## src/rtl/reg_scoreboard_pkg.sv

```systemverilog
// Shared pipeline definitions for the register scoreboard and the ID/EXE stage.
package reg_scoreboard_pkg;

  localparam int REG_IDX_W = 4;
  localparam int NUM_REGS  = 16;
  localparam int CNT_W     = 2;

  typedef struct packed {
    logic                 valid;
    logic [REG_IDX_W-1:0] dest;
    logic                 wb_en;
    logic                 mem_r_en;
  } issue_rec_t;

endpackage

```

## src/rtl/reg_scoreboard_sb_counter.sv

```systemverilog
// One register's saturating up/down in-flight writer counter.
module sb_counter #(
  parameter int CNT_W = 2
) (
  input  logic             clk,
  input  logic             rst,
  input  logic             inc,
  input  logic             dec,
  output logic [CNT_W-1:0] count,
  output logic             zero,
  output logic             err
);

  localparam logic [CNT_W-1:0] CNT_MAX = '1;

  logic [CNT_W-1:0] count_q, count_d;

  // inc and dec together cancel; a saturated or empty counter holds and flags err
  always_comb begin
    count_d = count_q;
    err     = 1'b0;
    if (inc && !dec) begin
      if (count_q == CNT_MAX) err = 1'b1;
      else                    count_d = count_q + 1'b1;
    end else if (dec && !inc) begin
      if (count_q == '0) err = 1'b1;
      else               count_d = count_q - 1'b1;
    end
  end

  always_ff @(posedge clk or posedge rst) begin
    if (rst) count_q <= '0;
    else     count_q <= count_d;
  end

  assign count = count_q;
  assign zero  = (count_q == '0);

endmodule

```

## src/rtl/reg_scoreboard.sv

```systemverilog
// Register scoreboard: tracks in-flight writes and answers the ID-stage hazard query.
module reg_scoreboard
  import reg_scoreboard_pkg::*;
#(
  parameter int NUM_REGS = reg_scoreboard_pkg::NUM_REGS,
  parameter int CNT_W    = reg_scoreboard_pkg::CNT_W
) (
  input  logic                 clk,
  input  logic                 rst,
  input  logic                 issue_valid,
  input  logic [REG_IDX_W-1:0] issue_dest,
  input  logic                 issue_wb_en,
  input  logic                 issue_mem_r_en,
  input  logic                 wb_en,
  input  logic [REG_IDX_W-1:0] wb_dest,
  input  logic [REG_IDX_W-1:0] src1,
  input  logic [REG_IDX_W-1:0] src2,
  input  logic                 two_src,
  input  logic                 FW_EN,
  output logic                 hazard_detected,
  output logic [NUM_REGS-1:0]  pending,
  output logic                 sb_error
);

  logic [NUM_REGS-1:0]            inc, dec, zero, err;
  logic [NUM_REGS-1:0][CNT_W-1:0] cnt;

  issue_rec_t           issue_rec;
  logic                 load_valid_q, load_valid_d;
  logic [REG_IDX_W-1:0] load_dest_q, load_dest_d;
  logic                 sb_error_q, sb_error_d;

  assign issue_rec = '{valid: issue_valid, dest: issue_dest,
                       wb_en: issue_wb_en, mem_r_en: issue_mem_r_en};

  for (genvar i = 0; i < NUM_REGS; i++) begin : g_cnt
    assign inc[i] = issue_rec.valid & issue_rec.wb_en & (issue_rec.dest == REG_IDX_W'(i));
    assign dec[i] = wb_en & (wb_dest == REG_IDX_W'(i));

    sb_counter #(.CNT_W(CNT_W)) u_cnt (
      .clk   (clk),
      .rst   (rst),
      .inc   (inc[i]),
      .dec   (dec[i]),
      .count (cnt[i]),
      .zero  (zero[i]),
      .err   (err[i])
    );
  end

  // Load sitting in EXE for exactly one cycle; a bubble closes the window
  always_comb begin
    load_valid_d = issue_rec.valid & issue_rec.wb_en & issue_rec.mem_r_en;
    load_dest_d  = issue_rec.dest;
    sb_error_d   = sb_error_q | (|err);
  end

  always_ff @(posedge clk or posedge rst) begin
    if (rst) begin
      load_valid_q <= 1'b0;
      load_dest_q  <= '0;
      sb_error_q   <= 1'b0;
    end else begin
      load_valid_q <= load_valid_d;
      load_dest_q  <= load_dest_d;
      sb_error_q   <= sb_error_d;
    end
  end

  // A writer in WB this cycle does not count: the regfile writes on the falling edge
  logic eff1, eff2, match1, match2, ld1, ld2;
  always_comb begin
    eff1   = cnt[src1] != {{(CNT_W-1){1'b0}}, (wb_en && wb_dest == src1)};
    eff2   = cnt[src2] != {{(CNT_W-1){1'b0}}, (wb_en && wb_dest == src2)};
    match1 = eff1;
    match2 = two_src & eff2;
    ld1    = load_valid_q & (src1 == load_dest_q);
    ld2    = two_src & load_valid_q & (src2 == load_dest_q);
    hazard_detected = FW_EN ? (ld1 | ld2) : (match1 | match2);
  end

  assign pending  = ~zero;
  assign sb_error = sb_error_q;

endmodule

```

## config.mk

```make
export PLATFORM = sky130hd
export DESIGN_NAME = reg_scoreboard
export DESIGN_NICKNAME = d
export VERILOG_FILES = /design/src/rtl/reg_scoreboard_pkg.sv /design/src/rtl/reg_scoreboard_sb_counter.sv /design/src/rtl/reg_scoreboard.sv
export SDC_FILE = /design/constraint.sdc
export NUM_CORES = 1
export LEC_CHECK = 0
export ABC_AREA = 0
export CAP_MARGIN = 30
export CORE_MARGIN = 2
export CORE_UTILIZATION = 30
export DETAILED_ROUTE_END_ITERATION = 12
export HOLD_SLACK_MARGIN = 0.06
export PLACE_DENSITY = 0.52
export REMOVE_ABC_BUFFERS = 1
export SETUP_SLACK_MARGIN = 0.1
export SLEW_MARGIN = 30
export SYNTH_ARGS = -nofsm -noshare
export SYNTH_HDL_FRONTEND = slang
export SYNTH_SLANG_ARGS = --single-unit
```

## constraint.sdc

```tcl
create_clock -name clk -period 3.1 [get_ports clk]
set_clock_uncertainty 0.05 [all_clocks]
set_input_delay 0.465 -clock clk [delete_from_list [all_inputs] [get_ports clk]]
set_output_delay 0.465 -clock clk [all_outputs]
set_load 0.01 [all_outputs]
```

==> flow_summary_export.csv <==
group,metric,value,unit
power_and_ir_drop,pwr_density_cell,286.3,mW/mm^2
clock_tree,hold_buffers,0,
yosys,synth_seq_area_share,26.99,%
floorplan,dieArea,0.01263,sq mm
clock_tree,cts_num_sinks,38,
finish,area_growth,30.54,%
clock_tree,cts.clk_slew.worst_paths,0.06,ns
critical_path,worst-setup-path-type,"in -> out",
timing,slew_viol_final,0,
yosys,synth_top_area_share,26.99,%
routing,routed-wl-met2,5314,um
critical_path,cp_common_cell,"mux4_2",
clock_tree,h-tree-depth,2,
critical_path,critPathArrivalTime,2.36,ns
routing,finalWirelength,11500,um
yosys,syn-instance-count,401,
global_route,grt_pass1_vias,3270,
yosys,synthFlopType,"dfrtp_1",
power_and_ir_drop,cellLeakagePower,2.125,nW
floorplan,initial_core_util,30.86,%
routing,drt_iter0_drc,329,
flow_run,drv_cap,0,
timing,setup_viol,0,
floorplan,die-width,112.4,um
routing,routedWlPerCell,18.11,um
clock_tree,cts_tree,"done",
critical_path,r2r_start,"g_cnt[12].u_cnt.count[1]",
yosys,async_reset_ff_share,100.0,%
yosys,syn_area,0.003523,sq mm
clock_tree,clockBufferDepth,2,
routing,maxUsedRoutingLayer,"met4",
finish,utilization,40.28,%
global_route,grt_max_degree,39,
critical_path,r2r_setup_slack,1.38,ns
critical_path,setup.worst_path.end,"hazard_detected",
timing,slew_headroom,65.15,%
critical_path,path_max_fanout,8,
clock_tree,post-cts-setup-buffers,0,
timing,max_freq,347.6,MHz
timing,finalCritPeriodShare,92.81,%
routing,met1_length,4989,um
clock_tree,clk_latency,0.28,ns
critical_path,critPathMaxStageDelay,0.51,ns
critical_path,worstRegToRegCells,6,
hold_path,hold_path_class,"in -> async",
global_route,grt_usage,18.57,%
floorplan,core,0.01142,sq mm
yosys,yosys_warnings,0,
yosys,ys_ff_latch,38,
routing,vias,3364,
clock_tree,cts_buffers,5,
critical_path,required,2.58,ns
global_route,antenna_found_initial,1,
routing,viasPerCell,5.298,
yosys,synth_largest_area_cell,"dfrtp_1",
global_route,overflow,0,
yosys,synth-edff-count,0,
global_route,grt_pass1_wl,17870,um
placement,port_buffers,41,
yosys,synth.distinct_cells,39,
status,status,"finished clean",
power_and_ir_drop,irDropWorstVdd,0.2116,mV
yosys,syn_avg_cell_area,8.786,sq um
timing,rsz0062_at_grt,"no",
clock_tree,root_buffer,"clkbuf_16",
finish,fin_nets,546,
timing,final-hold-violation-count,0,
timing,tightestPinTransition,0.5227,ns
critical_path,crit_chain,"dlygate4sd2_1 -> buf_4 -> mux4_2 -> mux4_2 -> o21a_1 -> o31ai_2 -> a32oi_1 -> clkbuf_2",
critical_path,startpoint,"src2[2]",
routing,drc,0,
floorplan,placementRows,39,
placement,gp_congestion,0.9922,
timing,setup_tns,0,ns
critical_path,crit_slowest_cell,"mux4_2",
floorplan,ioPinCount,42,
routing,wl_met3,914,um
critical_path,worstSetupStartpointType,"primary input",
finish,drive_gt1_share,19.76,%
yosys,synthTopCellsByArea,"dfrtp_1 27%, ha_1 11%, mux4_2 8.9%, o21ai_0 5.7%, inv_1 4.4%",
finish,register_area,950.9,sq um
routing,drtAntennaViolNets,0,
finish,fillers,1136,
critical_path,r2r_end,"sb_error",
timing,period_needed,2.877,ns
routing,drtPass1Iterations,5,
critical_path,cp-end-kind,"output pin",
floorplan,floorplan.die.height,112.4,um
placement,dp_hpwl,9346,um
finish,multi_input_area,0.002369,sq mm
==> worst min-delay path by stage <==
stage                              from                  endpoint  slack [ns]  depth (start not counted)
2_1_floorplan             issue_dest[0]            load_dest_q[0]        0.45                          0
6_report                            rst   g_cnt[3].u_cnt.count[1]        0.56                          3
4_1_cts        g_cnt[11].u_cnt.count[0]  g_cnt[11].u_cnt.count[0]        0.55                          2
3_3_place_gp    g_cnt[6].u_cnt.count[0]   g_cnt[6].u_cnt.count[0]        0.55                          2
3_5_place_dp   g_cnt[11].u_cnt.count[0]  g_cnt[11].u_cnt.count[0]        0.54                          2
5_1_grt         g_cnt[4].u_cnt.count[1]   g_cnt[4].u_cnt.count[1]        0.58                          2
==> layout make-up <==
class                   instances  area share, %
diodes                          1        0.05441
clock buffers                   7          3.101
clock inverters                 1         0.1088
inverters                      41          3.346
multi-input cells             312          51.50
flip-flops and latches         38          20.67
well taps                     143          3.890
repair buffers                 92          17.33
==> critical path, delay by kind of cell <==
kind | cells | cell delay (ns)
AOI/OAI and AO/OA | 3 | 0.49
buffers and inverters | 3 | 0.61
muxes | 2 | 0.80
==> synth_stat cells, types with 2 or more instances <==
cell and instances:
xnor2_1 6, nand2b_1 4, a21boi_0 5, nor2b_1 15, xor2_1 11, a32oi_1 3
a31oi_1 7, o21ai_0 40, dfrtp_1 38, mux2_2 2, or2_2 16, mux2i_1 11
mux4_1 3, nor4_1 3, a21oi_1 5, inv_1 41, mux4_2 14, buf_6 2
nand2_1 39, o31ai_1 13, nor4b_1 10, ha_1 32, nand4_1 4, nor2_1 31
and2_1 7, nor3b_1 3, and3_1 3, nand3_1 8, maj3_1 2, nor3_1 7
clkbuf_1 8
==> per-stage QoR <==
stage | power (W) | area (sq um) | hold WS, ns | instances | setup slack, ns
final | 0.001317 | 4599 | 0.5607 | 635 | 0.2229
after CTS | 0.001324 | 4593 | 0.5544 | 634 | 0.1018
after detailed placement | 0.0007944 | 4443 | 0.5422 | 626 | -0.5387
after global placement | 0.0007927 | 4443 | 0.5497 | 626 | -0.5402
after floorplan | 0.0006450 | 3471 | 0.4464 | 391 | 0.6518
after global routing | 0.001366 | 4597 | 0.5847 | 634 | 0.1078
==> placed cells by master, fill, tap and decap left out, types with 4 or more instances in the layout <==
master	n
a31oi_1	7
buf_4	49
a21boi_0	5
nor3_1	6
a21oi_1	5
clkdlybuf4s50_1	36
nand2b_1	4
nand2_1	39
nor2b_1	15
or2_2	16
xor2_1	11
o31ai_1	12
ha_1	32
nor4b_1	10
o21ai_0	40
nand4_1	4
mux4_2	16
nand3_1	8
and2_1	7
clkbuf_16	5
xnor2_1	6
mux2i_1	11
nor2_1	31
inv_1	41
dfrtp_1	38
==> cells by family after synthesis <==
| family | Yosys count | share of synthesized area [%] |
|---|---|---|
| AND/OR/NAND/NOR | 153 | 22.69 |
| adder cells (fa/ha/maj) | 34 | 11.93 |
| multiplexers | 30 | 14.95 |
| AO/OA/AOI/OAI | 78 | 13.35 |
| XOR/XNOR | 17 | 4.226 |
| buffers and inverters | 51 | 5.859 |
| flip-flops | 38 | 26.99 |
==> layer usage <==
metal | track usage (%) | vias up
li1 | - | 1593
met1 | 24.65 | 1623
met2 | 29.84 | 129
met3 | 4.644 | 19
met4 | 6.016 | 0
met5 | 0 | -
==> sequential cells by signal, summed over array words and instances (netlist names) <==
name,count
load_dest_q,4
g_cnt.u_cnt.count,32
load_valid_q,1
sb_error,1
==> power breakdown <==
part | leakage, nW | internal, W | switching [W]
registers | 0.509 | 0.000510 | 0.0000176
clock network | 0.0739 | 0.000320 | 0.000211
logic | 1.54 | 0.000130 | 0.000129
total | 2.12 | 0.000960 | 0.000357
==> what timing repair did <==
| item | CTS | global route |
|---|---|---|
| pin swaps | 1 | 2 |
| setup endpoints to repair | 1 | 1 |
| gates resized for setup | 8 | 7 |
Note: power is estimated with default switching activity, not from simulation.
